<file path="src/rtl/pmod_als_pkg.sv">
// Shared constants, state encoding and packet layout for the PMOD ALS SPI reader.
package pmod_als_pkg;

    localparam int unsigned ALS_PACKET_W  = 16;
    localparam int unsigned ALS_DATA_W    = 8;
    localparam int unsigned ALS_DATA_LSB  = 4;
    localparam int unsigned ALS_PAD_W     = 4;
    localparam int unsigned ALS_BIT_CNT_W = 4;

    localparam logic [1:0] IDLE  = 2'd0;
    localparam logic [1:0] ARM   = 2'd1;
    localparam logic [1:0] SHIFT = 2'd2;
    localparam logic [1:0] GAP   = 2'd3;

    // Sensor frame: four leading zeros, light value, four trailing zeros.
    typedef struct packed {
        logic [ALS_PAD_W-1:0]  pad_hi;
        logic [ALS_DATA_W-1:0] data;
        logic [ALS_PAD_W-1:0]  pad_lo;
    } als_packet_t;

    // A frame is malformed when either padding nibble is not all zeros.
    function automatic logic als_frame_err(input als_packet_t p);
        return (|p.pad_hi) | (|p.pad_lo);
    endfunction

endpackage

</file>
<file path="src/rtl/pmod_als_spi_sck_gen.sv">
// Free-running SPI clock divider with single-cycle rise/fall strobes.
module pmod_als_spi_sck_gen #(
    parameter int unsigned SCK_HALF = 8
) (
    input  logic clk,
    input  logic rst_n,
    output logic sck,
    output logic sck_rise,
    output logic sck_fall
);

    localparam int unsigned CNT_W = (SCK_HALF > 1) ? $clog2(SCK_HALF) : 1;
    localparam logic [CNT_W-1:0] CNT_LAST = CNT_W'(SCK_HALF - 1);

    logic [CNT_W-1:0] cnt;
    logic             wrap;

    assign wrap = (cnt == CNT_LAST);

    // Strobes flag the clk edge on which sck is about to toggle.
    assign sck_rise = wrap & ~sck;
    assign sck_fall = wrap & sck;

    // Half-period counter; sck toggles each time the counter wraps.
    always_ff @(posedge clk) begin
        if (!rst_n) begin
            cnt <= '0;
            sck <= 1'b1;
        end else if (wrap) begin
            cnt <= '0;
            sck <= ~sck;
        end else begin
            cnt <= cnt + CNT_W'(1);
        end
    end

endmodule

</file>
<file path="src/rtl/pmod_als_spi_receiver.sv">
// SPI initiator that reads one 16-bit frame from the PMOD ALS light sensor per start.
module pmod_als_spi_receiver
    import pmod_als_pkg::*;
#(
    parameter int unsigned SCK_HALF = 8,
    parameter int unsigned CS_GAP   = 2
) (
    input  logic                    clk,
    input  logic                    rst_n,
    input  logic                    start,
    output logic                    busy,
    output logic                    cs,
    output logic                    sck,
    input  logic                    sdo,
    output logic [ALS_DATA_W-1:0]   value,
    output logic [ALS_PACKET_W-1:0] packet,
    output logic                    frame_err,
    output logic                    valid
);

    localparam int unsigned GAP_W = (CS_GAP > 1) ? $clog2(CS_GAP) : 1;
    localparam logic [GAP_W-1:0] GAP_LAST = GAP_W'(CS_GAP - 1);
    localparam logic [ALS_BIT_CNT_W-1:0] BIT_LAST = ALS_BIT_CNT_W'(ALS_PACKET_W - 1);

    logic                     sck_rise;
    logic                     sck_fall;
    logic                     unused_sck_fall;

    logic [1:0]               state;
    logic [1:0]               state_d;
    logic [ALS_PACKET_W-2:0]  shreg;
    logic [ALS_PACKET_W-2:0]  shreg_d;
    logic [ALS_BIT_CNT_W-1:0] bit_cnt;
    logic [ALS_BIT_CNT_W-1:0] bit_cnt_d;
    logic [GAP_W-1:0]         gap_cnt;
    logic [GAP_W-1:0]         gap_cnt_d;
    logic                     cs_d;
    logic                     busy_d;
    logic                     valid_d;
    logic [ALS_DATA_W-1:0]    value_d;
    logic [ALS_PACKET_W-1:0]  packet_d;
    logic                     frame_err_d;
    logic [ALS_PACKET_W-1:0]  shift_in;
    als_packet_t              cap;

    pmod_als_spi_sck_gen #(
        .SCK_HALF (SCK_HALF)
    ) u_sck_gen (
        .clk      (clk),
        .rst_n    (rst_n),
        .sck      (sck),
        .sck_rise (sck_rise),
        .sck_fall (sck_fall)
    );

    // Sampling happens only on rises; the fall strobe is not needed here.
    assign unused_sck_fall = sck_fall;

    // Word as it stands once the current sdo bit is shifted in.
    assign shift_in = {shreg, sdo};
    assign cap      = als_packet_t'(shift_in);

    // Next-state and next-output decode.
    always_comb begin
        state_d     = state;
        cs_d        = cs;
        busy_d      = busy;
        valid_d     = 1'b0;
        shreg_d     = shreg;
        bit_cnt_d   = bit_cnt;
        gap_cnt_d   = gap_cnt;
        value_d     = value;
        packet_d    = packet;
        frame_err_d = frame_err;

        case (state)
            IDLE: begin
                cs_d   = 1'b1;
                busy_d = 1'b0;
                if (start) begin
                    state_d = ARM;
                    busy_d  = 1'b1;
                end
            end

            // Select the sensor on a rise so cs always falls while sck is high.
            ARM: begin
                cs_d   = 1'b1;
                busy_d = 1'b1;
                if (sck_rise) begin
                    state_d   = SHIFT;
                    cs_d      = 1'b0;
                    bit_cnt_d = '0;
                end
            end

            SHIFT: begin
                if (sck_rise) begin
                    shreg_d = shift_in[ALS_PACKET_W-2:0];
                    if (bit_cnt == BIT_LAST) begin
                        cs_d        = 1'b1;
                        packet_d    = shift_in;
                        value_d     = cap.data;
                        frame_err_d = als_frame_err(cap);
                        valid_d     = 1'b1;
                        gap_cnt_d   = '0;
                        state_d     = GAP;
                    end else begin
                        bit_cnt_d = bit_cnt + ALS_BIT_CNT_W'(1);
                    end
                end
            end

            // Hold cs high long enough for the sensor to reload its frame.
            GAP: begin
                cs_d   = 1'b1;
                busy_d = 1'b1;
                if (sck_rise) begin
                    if (gap_cnt == GAP_LAST) begin
                        state_d = IDLE;
                        busy_d  = 1'b0;
                    end else begin
                        gap_cnt_d = gap_cnt + GAP_W'(1);
                    end
                end
            end

            default: begin
                state_d = IDLE;
                cs_d    = 1'b1;
                busy_d  = 1'b0;
            end
        endcase
    end

    // State and registered outputs; reset discards any partial frame.
    always_ff @(posedge clk) begin
        if (!rst_n) begin
            state     <= IDLE;
            cs        <= 1'b1;
            busy      <= 1'b0;
            valid     <= 1'b0;
            shreg     <= '0;
            bit_cnt   <= '0;
            gap_cnt   <= '0;
            value     <= '0;
            packet    <= '0;
            frame_err <= 1'b0;
        end else begin
            state     <= state_d;
            cs        <= cs_d;
            busy      <= busy_d;
            valid     <= valid_d;
            shreg     <= shreg_d;
            bit_cnt   <= bit_cnt_d;
            gap_cnt   <= gap_cnt_d;
            value     <= value_d;
            packet    <= packet_d;
            frame_err <= frame_err_d;
        end
    end

endmodule

</file>
<file path="config.mk">
export PLATFORM = sky130hd
export DESIGN_NAME = pmod_als_spi_receiver
export DESIGN_NICKNAME = d
export VERILOG_FILES = /design/src/rtl/pmod_als_pkg.sv /design/src/rtl/pmod_als_spi_sck_gen.sv /design/src/rtl/pmod_als_spi_receiver.sv
export SDC_FILE = /design/constraint.sdc
export NUM_CORES = 1
export LEC_CHECK = 0
export CORE_ASPECT_RATIO = 0.7
export CORE_MARGIN = 2
export CORE_UTILIZATION = 40
export DETAILED_ROUTE_END_ITERATION = 16
export DONT_BUFFER_PORTS = 1
export PLACE_DENSITY = 0.67
export SYNTH_ARGS = -nofsm -noshare
export SYNTH_HDL_FRONTEND = slang
export SYNTH_HIERARCHICAL = 1
export SYNTH_SLANG_ARGS = --single-unit
</file>
<file path="constraint.sdc">
create_clock -name clk -period 1.9 [get_ports clk]
set_input_delay 0.19 -clock clk [delete_from_list [all_inputs] [get_ports clk]]
set_output_delay 0.19 -clock clk [all_outputs]
set_load 0.02 [all_outputs]
</file>
Word-level counts from Yosys, hierarchy flattened
Index checks and enable logic that the tools add are counted.
- output and inout bits: 29
- flip-flop bits (word level): 54
- logic and storage cells: 71
- input bits: 4
- reductions and logical operators: 15
- eq/ne operators: 12
- add/sub/neg operators: 3
- multiplexer cells: 25
- bitwise gates (word level): 4
- operators by type and width (cell ; count):
    $ne 2x2->1 const B ; 7
    $mux 2 ; 6
    $mux 4 ; 3
    $mux 1 ; 11
    $pmux 2 s4 ; 1
    $pmux 4 s2 ; 1
    $reduce_and 4->1 ; 2
    $reduce_or 4->1 ; 2
    $pmux 1 s3 ; 2
    $reduce_and 3->1 ; 2
    $reduce_and 6->1 ; 1
    $add 4x1->4 const B ; 1
    $eq 2x2->1 const B ; 2
    $eq 4x4->1 const B ; 1
    $reduce_and 2->1 ; 2
    $reduce_bool 2->1 ; 2
    $reduce_or 2->1 ; 2
    $add 3x1->3 const B ; 1
    $eq 3x3->1 const B ; 1
    $reduce_bool 3->1 ; 1
    $eq 2x1->1 const B ; 1
    $logic_not 2->1 ; 1
    $not 1->1 ; 2
    $pmux 1 s2 ; 1
    3 further kinds ; 3

Logic depth before layout (Yosys ltp)
Gate-level depths: netlist of the first run.
- depth after elaboration: 4
- mapped depth: 9

By module
The synthesis of the first run kept the hierarchy.
- by module, submodules not included (module ; cells an instance ; instances ; area an instance (µm²)):
    pmod_als_spi_receiver ; 190 ; 1 ; 1814.2
    pmod_als_spi_sck_gen ; 13 ; 1 ; 160.2

Worst setup path before layout of the first run
OpenSTA, ideal clock, no wires.
- path kind: flip-flop to flip-flop
- start: reg u_sck_gen.cnt[0]
- end: reg packet[11]
- stages on the path, launching flop included: 10
- path slack: 0.045 ns
- data arrival time: 1.738 ns
- cells stage by stage: dfxtp_1 -> ha_1 -> ha_1 -> nor2b_1 -> buf_4 -> and2_1 -> and3_4 -> buf_6 -> buf_6 -> a22o_1
- word-level cells in the longest chain between the ends: 3
- RTL lines (what ; RTL line ; source):
    from (decl) ; pmod_als_spi_sck_gen.sv:15 ; logic [CNT_W-1:0] cnt;
    from (signal assigned) ; pmod_als_spi_sck_gen.sv:33 ; cnt <= cnt + CNT_W'(1);
    $eq 3x3->1 ; pmod_als_spi_sck_gen.sv:18 ; assign wrap = (cnt == CNT_LAST);
    $and 1x1->1 ; pmod_als_spi_sck_gen.sv:21 ; assign sck_rise = wrap & ~sck;
    named net sck_rise ; pmod_als_spi_receiver.sv:25 ; logic sck_rise;
    $reduce_and 3->1 (no line) ; - ;
    to (signal assigned) ; pmod_als_spi_receiver.sv:158 ; packet <= packet_d;
    to (decl) ; pmod_als_spi_receiver.sv:16 ; output logic [ALS_PACKET_W-1:0] packet,
The timed path passes the listed nets, and every way through them passes these cells.
A chain may end at the register's enable or synchronous reset.

Final worst setup path of the first run
- start: reg u_sck_gen.cnt[0]
- end: reg state[1]
- word-level cells in the longest chain between the ends: 4
- elaborated cells between the ends (all ways): 6
- RTL lines (what ; RTL line ; source):
    $eq 3x3->1 * ; pmod_als_spi_sck_gen.sv:18 ;
    $and 1x1->1 * ; pmod_als_spi_sck_gen.sv:21 ;
    named net sck_rise ; pmod_als_spi_receiver.sv:25 ;
    $ne 2x2->1 (no line) ; - ;
    $reduce_and 6->1 (no line) * ; - ;
    to (signal assigned) ; pmod_als_spi_receiver.sv:150 ; state <= state_d;
    to (decl) ; pmod_als_spi_receiver.sv:29 ; logic [1:0] state;
Mark *: on every way through the listed nets, which the timed path passes. The rest lies on a longest branch.

==> impl_metrics.toml, run 1 <==
[status]
status = "finished, final reports clean"

[clock_network]
clockRootBuffer = "clkbuf_8"
clock_latency_ns = 0.31
cts-buffers-inserted = 5
cts.sinks = 46
clk_pin_slew_ns = 0.09
clk_path_buf_depth = 2
h-tree-depth = 2
cts_setup_buffers = 0
cts_tree = "done"

[hold_path]
min_to = "busy"
hold_path_startpoint = "rst_n"
hp-class = "in -> reg"
hold_path_depth = 2

[setup_path]
critPathLaunch = "u_sck_gen/cnt[0]"
r2r_setup_slack_ns = 0.08
crit_type = "reg -> reg"
worstReg2RegEnd = "state[1]"
start_kind = "flop"
end_kind = "flop"
reg2reg_from = "u_sck_gen/cnt[0]"
worstRegToRegCells = 6
cp_max_fo = 4
required_ns = 2.14
cp.arrival_ns = 2.06

[detailed_routing]
ant_nets = 0
wirelength_um = 3540
wl_per_cell_um = 12.9
vias = 1382
drcViolationCount = 0
viasPerCell = 5.04
drt-pass1-iter-count = 4
drt-initial-drc-count = 55

[power]
combPwrFrac_pct = 15.4
p_int_mw = 1.40
p_sw_share_pct = 28.3
power.switching_uw = 553
pwr-share-seq_pct = 53.6
power_leakage_nw = 0.792
p_clk_share_pct = 31.0
power.total_mw = 1.96
pwr_density_cell_nw_per_um2 = 920
ir_drop_uv = 548

[place]
dp_slack_ns = 0.0382
hpwl_um = 2500
place_inst = 264
io_buffers = 0
globalplace.congestion = 0.778

[global_route]
grt_pass1_vias = 1246
antenna_found_initial = 0
use_met3_pct = 5.55
grt_max_degree = 38
met1_usage_pct = 20.2
grtUsageMet2_pct = 18.4
grt_pass1_wl_um = 6000
track_usage_pct = 14.0
grt_overflow = 0
gr-max-usage-layer = "met1"

[logic_synthesis]
synth_cell_types = 37
postSynthAreaPerCell_sq_um = 9.73
syn-cell-area_sq_um = 1970
synth-seq-cells = 46
syn-num-nets = 217
ys_seq_area_share_pct = 46.6
synth_cells = 203
yosys_warnings = 6

[timing]
fin_crit_sh_pct = 95.5
slew_headroom_pct = 71.3
fin_ws_ns = 0.0848
timing.hold.ws_ns = 0.0247
setup_viol_count_final = 0
max_freq_mhz = 551
fin_worst_skew_ns = 0.00425
hold_viol = 0
fin_crit_ns = 1.82
maxSlewViolCount = 0
worst_slew_pin_slew_ns = 0.431
rsz0062_at_grt = "yes"

[die]
core-area_sq_um = 4760
core.rowCount = 21
die_h_um = 62.8
initial_core_util_pct = 41.5
io_pins = 33
die_w_um = 88.0
dieArea_sq_um = 5520

[final_layout]
most-common-layout-cells = "46 x dfxtp_1, 40 x nand2_1, 16 x a21boi_0"
layout_commonest_cell = "dfxtp_1"
area_growth_pct = 7.60
nNetsFinal = 218
stdcell_count = 274
insertedDiodeCount = 0
drive_above_1_share_pct = 16.1

[run]
maxCapViolCount = 0
-- layer usage --
| metal | part of all wire, % | vias to the layer above |
|---|---|---|
| met5 | 0 | - |
| li1 | - | 709 |
| met1 | 53 | 631 |
| met2 | 38 | 35 |
| met4 | 1.8 | 0 |
| met3 | 6.5 | 7 |
-- worst max path at each step --
stage / depth (start not counted) / to
2_1_floorplan: 9 / packet[11]
3_3_place_gp: 7 / value[6]
3_5_place_dp: 6 / state[1]
4_1_cts: 6 / state[1]
5_1_grt: 6 / state[1]
6_report: 6 / state[1]
-- stage by stage --
stage	TNS, ns	utilization (%)	cell area (sq um)
after floorplan	0	-	1970
after global placement	0	42.3	2010
after detailed placement	0	42.3	2010
after CTS	0	44.6	2120
after global routing	-0.0556	44.7	2120
final	0	44.7	2120
-- kinds of logic after synthesis --
logic type	synth area share, %
fa+ha+maj	6.34
simple gates	17.4
buf+inv	7.67
compound gates	20.4
flops	46.6
mux	1.58
-- power groups by stage --
stage / clock (mW) / combinational [mW] / sequential [mW]
after floorplan: 0 / 0.240 / 1.06
after global placement: 0 / 0.294 / 1.07
after detailed placement: 0 / 0.295 / 1.07
after CTS: 0.629 / 0.301 / 1.05
after global routing: 0.670 / 0.337 / 1.05
final: 0.607 / 0.300 / 1.05
-- cells in the mapped netlist --
cell type	number	area [sq um]
a21boi_2	1	11.3
o311ai_0	1	8.76
mux2_2	1	11.3
o41ai_1	1	8.76
buf_4	10	75.1
o22ai_1	1	6.26
nor2_1	2	7.51
nand4_1	3	18.8
and3_1	2	12.5
nor3b_1	2	15.0
o21ba_2	2	20.0
inv_1	3	11.3
o221ai_1	1	8.76
a311oi_1	1	8.76
ha_1	10	125
a2111oi_2	1	15.0
a22o_1	15	131
dfxtp_1	46	921
and3b_1	1	8.76
buf_6	3	33.8
and3_4	1	11.3
buf_2	4	20.0
a21boi_0	16	120
and2_1	1	6.26
mux2i_1	2	20.0
o21ai_2	1	8.76
and3b_2	2	20.0
nand4b_1	1	8.76
clkbuf_1	3	11.3
nor2b_1	5	31.3
a21oi_1	4	20.0
nand2_1	40	150
o21ai_0	7	35.0
or2_2	1	6.26
and2_4	1	8.76
nand3_1	5	25.0
nor4_1	2	12.5
-- repair_timing --
item | in CTS | in global routing
resized for setup | 0 | 2
endpoints found under the setup margin | 0 | 25
endpoints found under the hold margin | 3 | 0
hold buffers | 2 | 0
-- cell type report --
| cell class | count | area [sq um] |
|---|---|---|
| inverter | 3 | 11.3 |
| tap | 69 | 86.3 |
| clock buffer | 5 | 68.8 |
| sequential | 46 | 921 |
| multi-input combinational | 134 | 906 |
| timing repair buffer | 14 | 110 |
| fill | 465 | 2630 |
| clock inverter | 3 | 21.3 |
-- flip-flops by register name, summed over array words and instances, names as in the netlist, 2 cells and up --
name and cells:
packet 9, shreg 15, state 2, bit_cnt 4
u_sck_gen/cnt 3, value 7
-- worst max-delay path, cell delays in order, from the launching register on --
cell,delay (ns)
dfxtp_1,0.34
ha_1,0.16
ha_1,0.16
nor2b_2,0.20
nand4_1,0.16
a2111oi_2,0.50
mux2i_1,0.23
Power figures use the tool's default switching activity.
==> run 2: changes to the inputs <==
Settings changed: SETUP_SLACK_MARGIN set to 0.2, TNS_END_PERCENT set to 10.
==> impl_metrics.toml, run 2 (synthesized netlist as in run 1, its figures left out) <==
[final_layout]
layout_commonest_cell = "dfxtp_1"
drive_above_1_share_pct = 19.0
nNetsFinal = 218
area_growth_pct = 10.7
final_core_util_pct = 46.0
reg.largest.list = "shreg (15), packet (9), value (7)"
insertedDiodeCount = 0
most-common-layout-cells = "43 x dfxtp_1, 40 x nand2_1, 15 x a21boi_0, 15 x a22o_1, 11 x buf_4"
largest_register_ffs = 15
largest-register = "shreg"
nFillCells = 436

[die]
die_w_um = 88.0
core-area_sq_um = 4760
initial_core_util_pct = 41.5
die_h_um = 62.8
core.rowCount = 21
dieArea_sq_um = 5520
io_pins = 33

[detailed_routing]
drt-initial-drc-count = 44
drt-pass1-iter-count = 4
vias = 1378
wl_per_cell_um = 12.8
drcViolationCount = 0
viasPerCell = 5.03
wirelength_um = 3500
ant_nets = 0

[setup_path]
start_kind = "flop"
crit_chain = "ha_4, ha_4, nor2b_4, buf_6, nand4_1, buf_4, buf_4, nor3b_1, o21ai_0"
cpPeakStageDelay_ns = 0.36
worstRegToRegCells = 9
r2r_setup_slack_ns = 0.17
required_ns = 2.12
path_buf_inv = 3
cp.arrival_ns = 1.95
cpLargestDelayFamily = "simple AND/OR/NAND/NOR gates"
crit_type = "reg -> reg"
end_kind = "flop"
cp_slowest_cell = "dfxtp_2"
reg2reg_from = "u_sck_gen/cnt[0]"
worstReg2RegEnd = "cs"
cp_max_fo = 7
path_depth = 9
critPathLaunch = "u_sck_gen/cnt[0]"
endpoint = "cs"

[clock_network]
clockRootBuffer = "clkbuf_8"
clock_latency_ns = 0.30
h-tree-depth = 2
cts_tree = "done"
cts-buffers-inserted = 5
cts.sinks = 46
clk_pin_slew_ns = 0.09
clk_path_buf_depth = 2

[global_route]
grt_overflow = 0
track_usage_pct = 13.5
antenna_found_initial = 0
grt_pass1_wl_um = 5830
grt_pass1_vias = 1242
grt_max_degree = 38

[timing]
slew_headroom_pct = 71.6
hold_viol = 0
fin_worst_skew_ns = 0.00554
tns_ns = 0
fin_crit_ns = 1.73
maxSlewViolCount = 0
max_freq_mhz = 577
fin_crit_sh_pct = 91.3
rsz0062_at_grt = "yes"
worst_slew_pin_slew_ns = 0.426
setup_viol_count_final = 0

[power]
ir_drop_uv = 412
power.total_mw = 1.97
pwr_density_cell_nw_per_um2 = 901
power_leakage_nw = 0.796

[run]
maxCapViolCount = 0

[status]
status = "finished, final reports clean"

[place]
hpwl_um = 2340
globalplace.congestion = 0.838
io_buffers = 0

[hold_path]
hp-class = "in -> reg"
hold_path_startpoint = "sdo"
-- run 2: where the power goes --
group | switching [mW] | total, mW | internal (mW) | leakage [nW]
Combinational | 0.164 | 0.328 | 0.164 | 0.380
Clock | 0.331 | 0.589 | 0.258 | 0.0441
Sequential | 0.0526 | 1.05 | 1.00 | 0.373
-- run 2: worst min path at each step --
stage / endpoint / slack [ns] / cells after the start
CTS: packet[0] / 0.006 / 1
global placement: u_sck_gen/sck / 0.26 / 1
floorplan: u_sck_gen/sck / 0.25 / 1
finish: packet[0] / 0.01 / 1
global route: packet[0] / 0.01 / 1
detailed placement: u_sck_gen/sck / 0.26 / 1
-- run 2: timing repair --
action                                  in CTS  in global routing
buffers inserted                             3                  2
endpoints found under the setup margin       3                 29
resized for setup                            0                  6
pin swaps                                    1                  3
hold endpoints to repair                     2                  0
hold buffers                                 1                  0
-- run 2: routing by layer --
layer  up-vias  GRT usage (%)  part of all wire (%)
met3         9           5.42                   6.1
met4         0           6.35                   2.1
met2        34           17.2                    38
met1       630           19.4                    54
li1        705              -                     -
met5         -              0                     0
-- run 2: worst reg2reg max path, stage by stage, from the launching register on --
cell	delay (ns)
dfxtp_2	0.36
ha_4	0.14
ha_4	0.12
nor2b_4	0.13
buf_6	0.12
nand4_1	0.17
buf_4	0.18
buf_4	0.12
nor3b_1	0.13
o21ai_0	0.19
-- run 2: cell type report --
type	count	area [sq um]	share of cell area, %
Clock buffer	5	68.8	3.15
Inverter	3	11.3	0.515
Clock inverter	3	21.3	0.973
Tap cell	69	86.3	3.95
Multi-Input combinational cell	134	950	43.4
Sequential cell	46	925	42.3
Timing Repair Buffer	14	124	5.67
-- run 2: per-stage QoR --
step	hold slack [ns]	instance area, sq um	std cells	worst slack, ns
after global placement	0.256	2040	260	0.186
after detailed placement	0.256	2040	260	0.108
after floorplan	0.249	2020	203	0.179
after CTS	0.00596	2160	272	0.192
final	0.0124	2190	274	0.166
after global routing	0.0122	2190	274	0.0530
==> run 3: changes to the inputs <==
Settings changed: MAX_ROUTING_LAYER set to met4.
==> impl_metrics.toml, run 3 (synthesized netlist as in run 1, its figures left out) <==
[timing]
fin_ws_ns = 0.163
maxSlewViolCount = 0
hold_viol = 0
fin_worst_skew_ns = 0.00622
worst_slew_pin_slew_ns = 0.426
rsz0062_at_grt = "yes"
setup_viol_count_final = 0
fin_crit_ns = 1.74
fin_crit_sh_pct = 91.4
max_freq_mhz = 576
tns_ns = 0
slew_headroom_pct = 71.6

[final_layout]
reg.largest.list = "shreg (15), packet (9), value (7)"
nNetsFinal = 218
most-common-layout-cells = "43 x dfxtp_1, 40 x nand2_1, 15 x a21boi_0, 15 x a22o_1, 11 x buf_4"
largest-register = "shreg"
stdcell_area_sq_um = 2190
layout_commonest_cell = "dfxtp_1"
multiInputGateArea_sq_um = 950
insertedDiodeCount = 0
regArea_sq_um = 925
area_growth_pct = 10.7
drive_above_1_share_pct = 19.0
largest_register_ffs = 15
nFillCells = 436

[hold_path]
min_to = "packet[0]"
hp-class = "in -> reg"
hold_path_startpoint = "sdo"
hold_path_depth = 1

[die]
die_w_um = 88.0
dieArea_sq_um = 5520
die_h_um = 62.8
core-area_sq_um = 4760
io_pins = 33
initial_core_util_pct = 41.5
core.rowCount = 21

[detailed_routing]
drt-initial-drc-count = 49
ant_nets = 0
wirelength_um = 3520
viasPerCell = 5.02
drt-pass1-iter-count = 4
drcViolationCount = 0
wl_per_cell_um = 12.8
vias = 1375

[place]
dp_slack_ns = 0.108
place_area_sq_um = 2040
hpwl_um = 2340
globalplace.congestion = 0.851
io_buffers = 0

[setup_path]
cp_max_fo = 7
required_ns = 2.12
r2r_setup_slack_ns = 0.16
start_kind = "flop"
worstRegToRegCells = 9
cp.arrival_ns = 1.96
end_kind = "flop"
worstReg2RegEnd = "cs"
crit_type = "reg -> reg"
reg2reg_from = "u_sck_gen/cnt[0]"

[global_route]
grt_overflow = 0
grt_max_degree = 38
grt_pass1_wl_um = 5820
antenna_found_initial = 0
grt_pass1_vias = 1243
track_usage_pct = 13.8

[clock_network]
clk_path_buf_depth = 2
clockRootBuffer = "clkbuf_8"
cts_tree = "done"
clk_pin_slew_ns = 0.09
h-tree-depth = 2
cts.sinks = 46
clock_latency_ns = 0.30
cts-buffers-inserted = 5

[power]
ir_drop_uv = 414
power_leakage_nw = 0.796
pwr_density_cell_nw_per_um2 = 902

[status]
status = "finished, final reports clean"

[run]
maxCapViolCount = 0
-- run 3: per-stage QoR --
step	total power, mW	utilization (%)	hold WS [ns]	cells
2_1_floorplan	1.33	-	0.249	203
3_3_place_gp	1.39	42.8	0.256	260
3_5_place_dp	1.39	42.8	0.256	260
4_1_cts	1.99	45.4	0.00596	272
5_1_grt	2.07	46.0	0.0122	274
6_report	1.97	46.0	0.0121	274
-- run 3: cell type report --
class                   instances  share of cell area (%)
multi-input cells             134                    43.4
flip-flops and latches         46                    42.3
repair buffers                 14                    5.67
well taps                      69                    3.95
clock buffers                   5                    3.15
clock inverters                 3                   0.973
inverters                       3                   0.515
-- run 3: worst max path at each step --
stage                                start    endpoint  slack (ns)  cells after the start
after floorplan           u_sck_gen/cnt[0]  packet[11]        0.18                      9
after global placement    u_sck_gen/cnt[0]    state[1]        0.19                      7
after detailed placement  u_sck_gen/cnt[0]    state[1]        0.11                      7
after CTS                 u_sck_gen/cnt[0]    state[1]        0.19                      7
after global routing      u_sck_gen/cnt[0]    state[1]        0.05                      7
final                     u_sck_gen/cnt[0]          cs        0.16                      9
-- run 3: timing repair --
item,CTS,global route
setup endpoints to repair,3,29
buffers inserted,3,2
pin swaps,1,3
hold buffers,1,0
resized for setup,0,6
hold endpoints to repair,2,0
-- run 3: layer usage --
layer	GRT usage (%)	share of wire [%]	wire length [um]	vias to the layer above
met2	17.2	37	1300	35
met1	19.5	54	1910	627
met3	5.15	6.9	243	7
li1	-	-	-	706
met5	-	0	0	-
met4	6.35	1.8	65	0
-- run 3: worst max-delay path: stages, from the launching register on --
cell and delay, ns:
dfxtp_2 0.36, ha_4 0.14, ha_4 0.12, nor2b_4 0.13, buf_6 0.12, nand4_1 0.17, buf_4 0.18, buf_4 0.12
nor3b_1 0.13, o21ai_0 0.19
-- run 3: power by group --
part	leakage [nW]	switching (mW)	internal (mW)
Combinational	0.380	0.163	0.164
Clock	0.0441	0.332	0.259
Sequential	0.373	0.0525	1.00
